<file path="src/rtl/elastic_pipe_reg.sv">
// Elastic pipeline register: DEPTH chained valid/data stages with
// bubble-collapsing back-pressure, synchronous flush and occupancy count.
module elastic_pipe_reg #(
  parameter  int WIDTH = 64,
  parameter  int DEPTH = 1,
  localparam int CNT_W = $clog2(DEPTH + 1)
) (
  input  logic             clk,
  input  logic             reset,
  input  logic             flush,
  input  logic             in_valid,
  output logic             in_ready,
  input  logic [WIDTH-1:0] in_data,
  output logic             out_valid,
  input  logic             out_ready,
  output logic [WIDTH-1:0] out_data,
  output logic [CNT_W-1:0] count
);

  logic [DEPTH-1:0]            valid_q;
  logic [DEPTH-1:0]            valid_d;
  logic [DEPTH-1:0]            rdy;
  logic [DEPTH-1:0][WIDTH-1:0] data_q;
  logic [DEPTH-1:0][WIDTH-1:0] data_d;
  logic [CNT_W-1:0]            cnt_q;
  logic [CNT_W-1:0]            cnt_d;
  logic                        push;
  logic                        pop;

  // An empty stage is always ready, so bubbles collapse under a stall
  always_comb begin : ready_chain
    logic r;
    r   = out_ready;
    rdy = '0;
    for (int i = DEPTH - 1; i >= 0; i--) begin
      r      = !valid_q[i] || r;
      rdy[i] = r;
    end
  end

  assign in_ready = rdy[0] && !flush && !reset;
  assign push     = in_valid && in_ready;
  assign pop      = out_valid && out_ready;

  always_comb begin
    valid_d = valid_q;
    data_d  = data_q;
    if (rdy[0]) begin
      valid_d[0] = push;
      if (push) begin
        data_d[0] = in_data;
      end
    end
    for (int i = 1; i < DEPTH; i++) begin
      if (rdy[i]) begin
        valid_d[i] = valid_q[i-1];
        if (valid_q[i-1]) begin
          data_d[i] = data_q[i-1];
        end
      end
    end
    cnt_d = cnt_q + CNT_W'(push) - CNT_W'(pop);
  end

  always_ff @(posedge clk) begin
    if (reset || flush) begin
      valid_q <= '0;
      data_q  <= '0;
      cnt_q   <= '0;
    end else begin
      valid_q <= valid_d;
      data_q  <= data_d;
      cnt_q   <= cnt_d;
    end
  end

  assign out_valid = valid_q[DEPTH-1];
  assign out_data  = data_q[DEPTH-1];
  assign count     = cnt_q;

endmodule

</file>
<file path="config.mk">
export PLATFORM = sky130hd
export DESIGN_NAME = elastic_pipe_reg
export DESIGN_NICKNAME = d
export VERILOG_FILES = /design/src/rtl/elastic_pipe_reg.sv
export SDC_FILE = /design/constraint.sdc
export NUM_CORES = 1
export LEC_CHECK = 0
export ABC_AREA = 1
export CORE_ASPECT_RATIO = 0.9
export CORE_MARGIN = 4
export CORE_UTILIZATION = 38
export DETAILED_ROUTE_END_ITERATION = 10
export PLACE_DENSITY = 0.83
export SKIP_LAST_GASP = 1
export SLEW_MARGIN = 20
export SYNTH_ARGS = -nofsm -noshare
export SYNTH_HDL_FRONTEND = slang
export SYNTH_SLANG_ARGS = --single-unit
</file>
<file path="constraint.sdc">
create_clock -name clk -period 1.6 [get_ports clk]
set_input_delay 0.48 -clock clk [delete_from_list [all_inputs] [get_ports clk]]
set_output_delay 0.48 -clock clk [all_outputs]
set_load 0.02 [all_outputs]
</file>
Word-level counts from Yosys, hierarchy flattened --
Cells that the tools add are included.
Storage, ports and cells: logic and storage cells 15, output and inout bits 67, register bits after elaboration 66, input bits 69
Operators by class: add/subtract/negate cells 2, reductions and logical operators 10
Operators with widths (number):
- $logic_and 1x1->1 | 4
- $logic_not 1->1 | 3
- $logic_or 1x1->1 | 2
- $reduce_and 2->1 | 1
- $add 1x1->1 | 1
- $sub 1x1->1 | 1

Logic depth before layout (Yosys ltp) --
word-level depth 7, mapped depth 7, gate-level depth less buffers 6

Worst setup path after synthesis --
No wires, ideal clock.
path kind input to output, start input reset, end output in_ready, stages 4, path slack 198 ps, arrival time 922 ps, buffers on the path 1, cells stage by stage inv_2 > nand2_1 > a21oi_2 > buf_2
On the way: longest elaborated chain between the ends 2
Ends and longest elaborated chain:
- start: declaration | RTL line 9 | input logic reset,
- $logic_not 1->1 | RTL line 41 | assign in_ready = rdy[0] && !flush && !reset;
- $logic_and 1x1->1 | RTL line 41
- end: declaration | RTL line 12 | output logic in_ready,
No other way between the ends.

Worst setup path in the final report --
start register valid_q, in the netlist out_valid, end output out_valid
RTL lines:
- start: declaration | RTL line 20 | logic [DEPTH-1:0] valid_q;
- start signal: assignment | RTL line 71 | valid_q <= valid_d;
- end: declaration | RTL line 14 | output logic out_valid,
No word-level cell between the ends.

==> results_tabular.tex <==
\begin{tabular}{lr}
\hline
Metric & Value \\
\hline
\multicolumn{2}{l}{\textbf{Run status}} \\
Run status & complete, no violations \\
\multicolumn{2}{l}{\textbf{Timing}} \\
Setup repair after global routing missed its margin & no \\
Slew of the pin with the lowest slew margin & $\sim$0.63 ns \\
Minimum clock period & around 1.6 ns \\
Final max-slew violation count & 0 \\
Hold Fails Final Rpt & 0 \\
Number of setup violations in the final report & 0 \\
Fmax & about 0.64 GHz \\
Period Utilization, post-route & 0.971 \\
Clock skew after layout & about 0.0050 ns \\
Min setup slack post-route & about 0.046 ns \\
Max-slew headroom at the worst pin & 0.577 \\
\multicolumn{2}{l}{\textbf{Place}} \\
DPL Wire Length & around 5.0 mm \\
Post-place instance area & 0.00389 mm2 \\
Weighted congestion reported at the end of routability-driven placement & between 0.7 and 0.8 \\
Buffers on Ports & approximately 140 \\
Setup Slack @ Placement & -0.729 ns \\
\multicolumn{2}{l}{\textbf{Routing}} \\
Final WL & a little over 7 mm \\
TritonRoute pass-1 iters & 4 \\
Per-cell via count in the routed design & between 4 and 5 \\
Final antenna-violating net count & 0 \\
Initial DRC Count & 65 \\
Detail-routed net length per standard cell & $\sim$14 um \\
DRC errors left & 0 \\
Vias after detailed routing & $\sim$2600 \\
\multicolumn{2}{l}{\textbf{Clock network}} \\
Worst-skew pair later-pin latency & about 0.33 ns \\
Post-CTS Hold Buffers & 0 \\
Maximum level of the CTS H-tree & 3 \\
Longest Clk Path Bufs & 2 \\
Clock transition at the registers of the reported paths & 0.07 ns \\
Number of buffers created by CTS & 9 \\
TritonCTS clock tree & yes \\
Root buffer cell & clkbuf\_8 \\
Clock sinks & 66 \\
\multicolumn{2}{l}{\textbf{Logic synthesis}} \\
Sequential share of the synthesized area & 0.539 \\
Gate count of the mapped netlist & slightly above 300 \\
Netlist area before placement & $\sim$0.0025 mm2 \\
Async set or reset register ratio after synthesis & 0 \\
\#FFs+latches synth & 66 \\
Primary FF master, synth & dfxtp\_1 \\
Number of enable-type register cells in the synthesized netlist & 0 \\
Number of distinct standard cells referenced by the synthesized netlist & 14 \\
Number of synthesis warnings & 0 \\
Synthesized Nets & 373 \\
Synth Area per Inst & $\sim$8.1 um2 \\
\multicolumn{2}{l}{\textbf{Setup path}} \\
Critical path data required time & 1.12 ns \\
Worst path top cell family by delay & flip-flops \\
Type of element capturing the critical path & output pin \\
Data arrival time of the worst path & around 1.1 ns \\
Setup Crit Path Kind & flip-flop to output pin \\
Launch point of the worst path & out\_valid\$\_SDFFE\_PP0P\_ \\
CP peak stage delay & 0.45 ns \\
Launching element type of the critical path & flip-flop \\
CP Cell Sequence & clkdlybuf4s15\_2 \\
Buffers and inverters on the worst path & 1 \\
Highest-delay cell along the critical path & dfxtp\_1 \\
CP Max Fanout & 5 \\
Reg-to-reg critical path startpoint & out\_valid\$\_SDFFE\_PP0P\_ \\
\multicolumn{2}{l}{\textbf{Run}} \\
Max-cap violation count & 0 \\
\multicolumn{2}{l}{\textbf{Global routing}} \\
Number of global-route vias before repair & roughly 2600 \\
Global-route wire length before repair & roughly 12 mm \\
Pin count of the biggest net entering global routing & 65 \\
Total GRT Usage & 0.182 \\
Total global routing overflow & 0 \\
Initial antenna violation count & 0 \\
\multicolumn{2}{l}{\textbf{Die}} \\
Die height & 84.2 um \\
Std-Cell Core Area & between 0.006 and 0.007 mm2 \\
Overall die area & between 0.007 and 0.008 mm2 \\
Site Rows & 27 \\
Initial core utilization & 0.396 \\
Horizontal extent of the die & 92.7 um \\
Top-Level Pins & $\sim$140 \\
\multicolumn{2}{l}{\textbf{Power and ir drop}} \\
Power share of the sequential group & 0.479 \\
Cell Pwr Density & approximately 900 mW/mm2 \\
Int Power & approximately 2700 uW \\
Share of power burned in combinational logic & 0.163 \\
Share of total power in the clock network & 0.359 \\
Max rail drop VDD & 0.491 mV \\
Net load switching power & 963 uW \\
Switching portion of total power & 0.262 \\
Standby leakage power & approximately 0.0021 uW \\
\multicolumn{2}{l}{\textbf{Final layout}} \\
Layout cells sized above 1 & 0.0882 \\
Antenna cell count & 0 \\
Number of filler cells placed in the layout & between 500 and 600 \\
Post-Layout Inst Area & approximately 0.004 mm2 \\
Area growth from synthesis to layout & 63.2\% \\
NumNets Final & around 500 \\
Total area of multi-input combinational cells & around 960 um2 \\
Register cell area after layout & 0.00132 mm2 \\
\multicolumn{2}{l}{\textbf{Worst hold path}} \\
Worst Min Path Start & out\_data[50]\$\_SDFFE\_PP0P\_ \\
Worst min-delay path class & flip-flop to flip-flop \\
\hline
\end{tabular}
flip-flops by register name, summed over array words and instances (netlist names):
register	cells
out_data	64
out_valid	1
count	1
cell usage after synthesis, types with 2 or more instances:
cell type,n,area share
clkbuf_1,7,0.011
buf_2,6,0.012
buf_6,5,0.023
nor2_1,2,0.0031
inv_2,2,0.0031
buf_4,4,0.012
a21oi_1,2,0.0041
dfxtp_1,66,0.54
nand3_1,129,0.26
nand2_1,71,0.11
buf_1,5,0.0077
inv_1,3,0.0046
worst register-to-register path: stages, from the launching register on:
cell,delay [ns]
dfxtp_1,0.37
a21oi_4,0.16
buf_4,0.53
nand3_1,0.20
nand2_1,0.11
cells in the final DEF (no fill, tap or decap):
cell type and count:
a21oi_4 1, nor2_1 2, buf_12 2, dlymetal6s2s_1 2
dlygate4sd2_1 65, bufinv_16 1, clkinvlp_4 1, clkdlybuf4s15_1 1
buf_4 12, clkdlybuf4s15_2 1, clkdlybuf4s50_1 64, dfxtp_1 66
nand3_1 128, nand2_1 70, nor2_4 1, clkbuf_1 1
clkinv_2 4, buf_2 1, nand2_2 1, buf_6 1
nand3_2 1, inv_2 3, inv_1 2, clkbuf_8 9
a21oi_1 2
repair_timing:
| item | in CTS | in global routing |
|---|---|---|
| endpoints found under the setup margin | 131 | 65 |
| setup buffers | 0 | 0 |
| gates resized for setup | 77 | 3 |
path summary, 6_finish.rpt:
check / end / slack (ns) / depth (start not counted)
max: out_valid / 0.05 / 1
min: out_data[50]$_SDFFE_PP0P_ / 0.45 / 2
max reg2reg: out_data[6]$_SDFFE_PP0P_ / 0.17 / 4
min reg2reg: out_data[50]$_SDFFE_PP0P_ / 0.45 / 2
power by group through the flow:
stage	logic, uW	clock network [uW]	registers, uW
floorplan	187	0	1890
global placement	648	0	1800
detailed placement	654	0	1800
CTS	605	1360	1760
global route	642	1450	1770
finish	600	1320	1760
kinds of logic after synthesis:
kind of cell	synth area share
and+or+nand+nor	0.380
buffers and inverters	0.0735
DFF	0.539
AOI/OAI and AO/OA	0.00766
layout make-up:
class / count / share of cell area
repair buffers: 149 / 0.351
flip-flops and latches: 66 / 0.330
multi-input cells: 206 / 0.241
clock buffers: 10 / 0.0319
well taps: 87 / 0.0272
clock inverters: 6 / 0.0144
inverters: 5 / 0.00469
per-stage QoR:
step	util	std cells	power (uW)	hold slack [ns]	TNS, ns
finish	0.647	529	3680	0.447	0
global route	0.647	529	3860	0.471	0
CTS	0.646	529	3730	0.451	-4.92
detailed placement	0.629	513	2450	0.442	-31.58
global placement	0.629	513	2450	0.440	-28.35
floorplan	-	304	2070	0.526	0
routing by layer:
layer  global-route usage  routed length, um
met1                0.219               3210
met4               0.0652                105
met3               0.0744                623
met2                0.294               3320
met5                    0                  0
No activity file was read; power rests on OpenSTA's default activity.
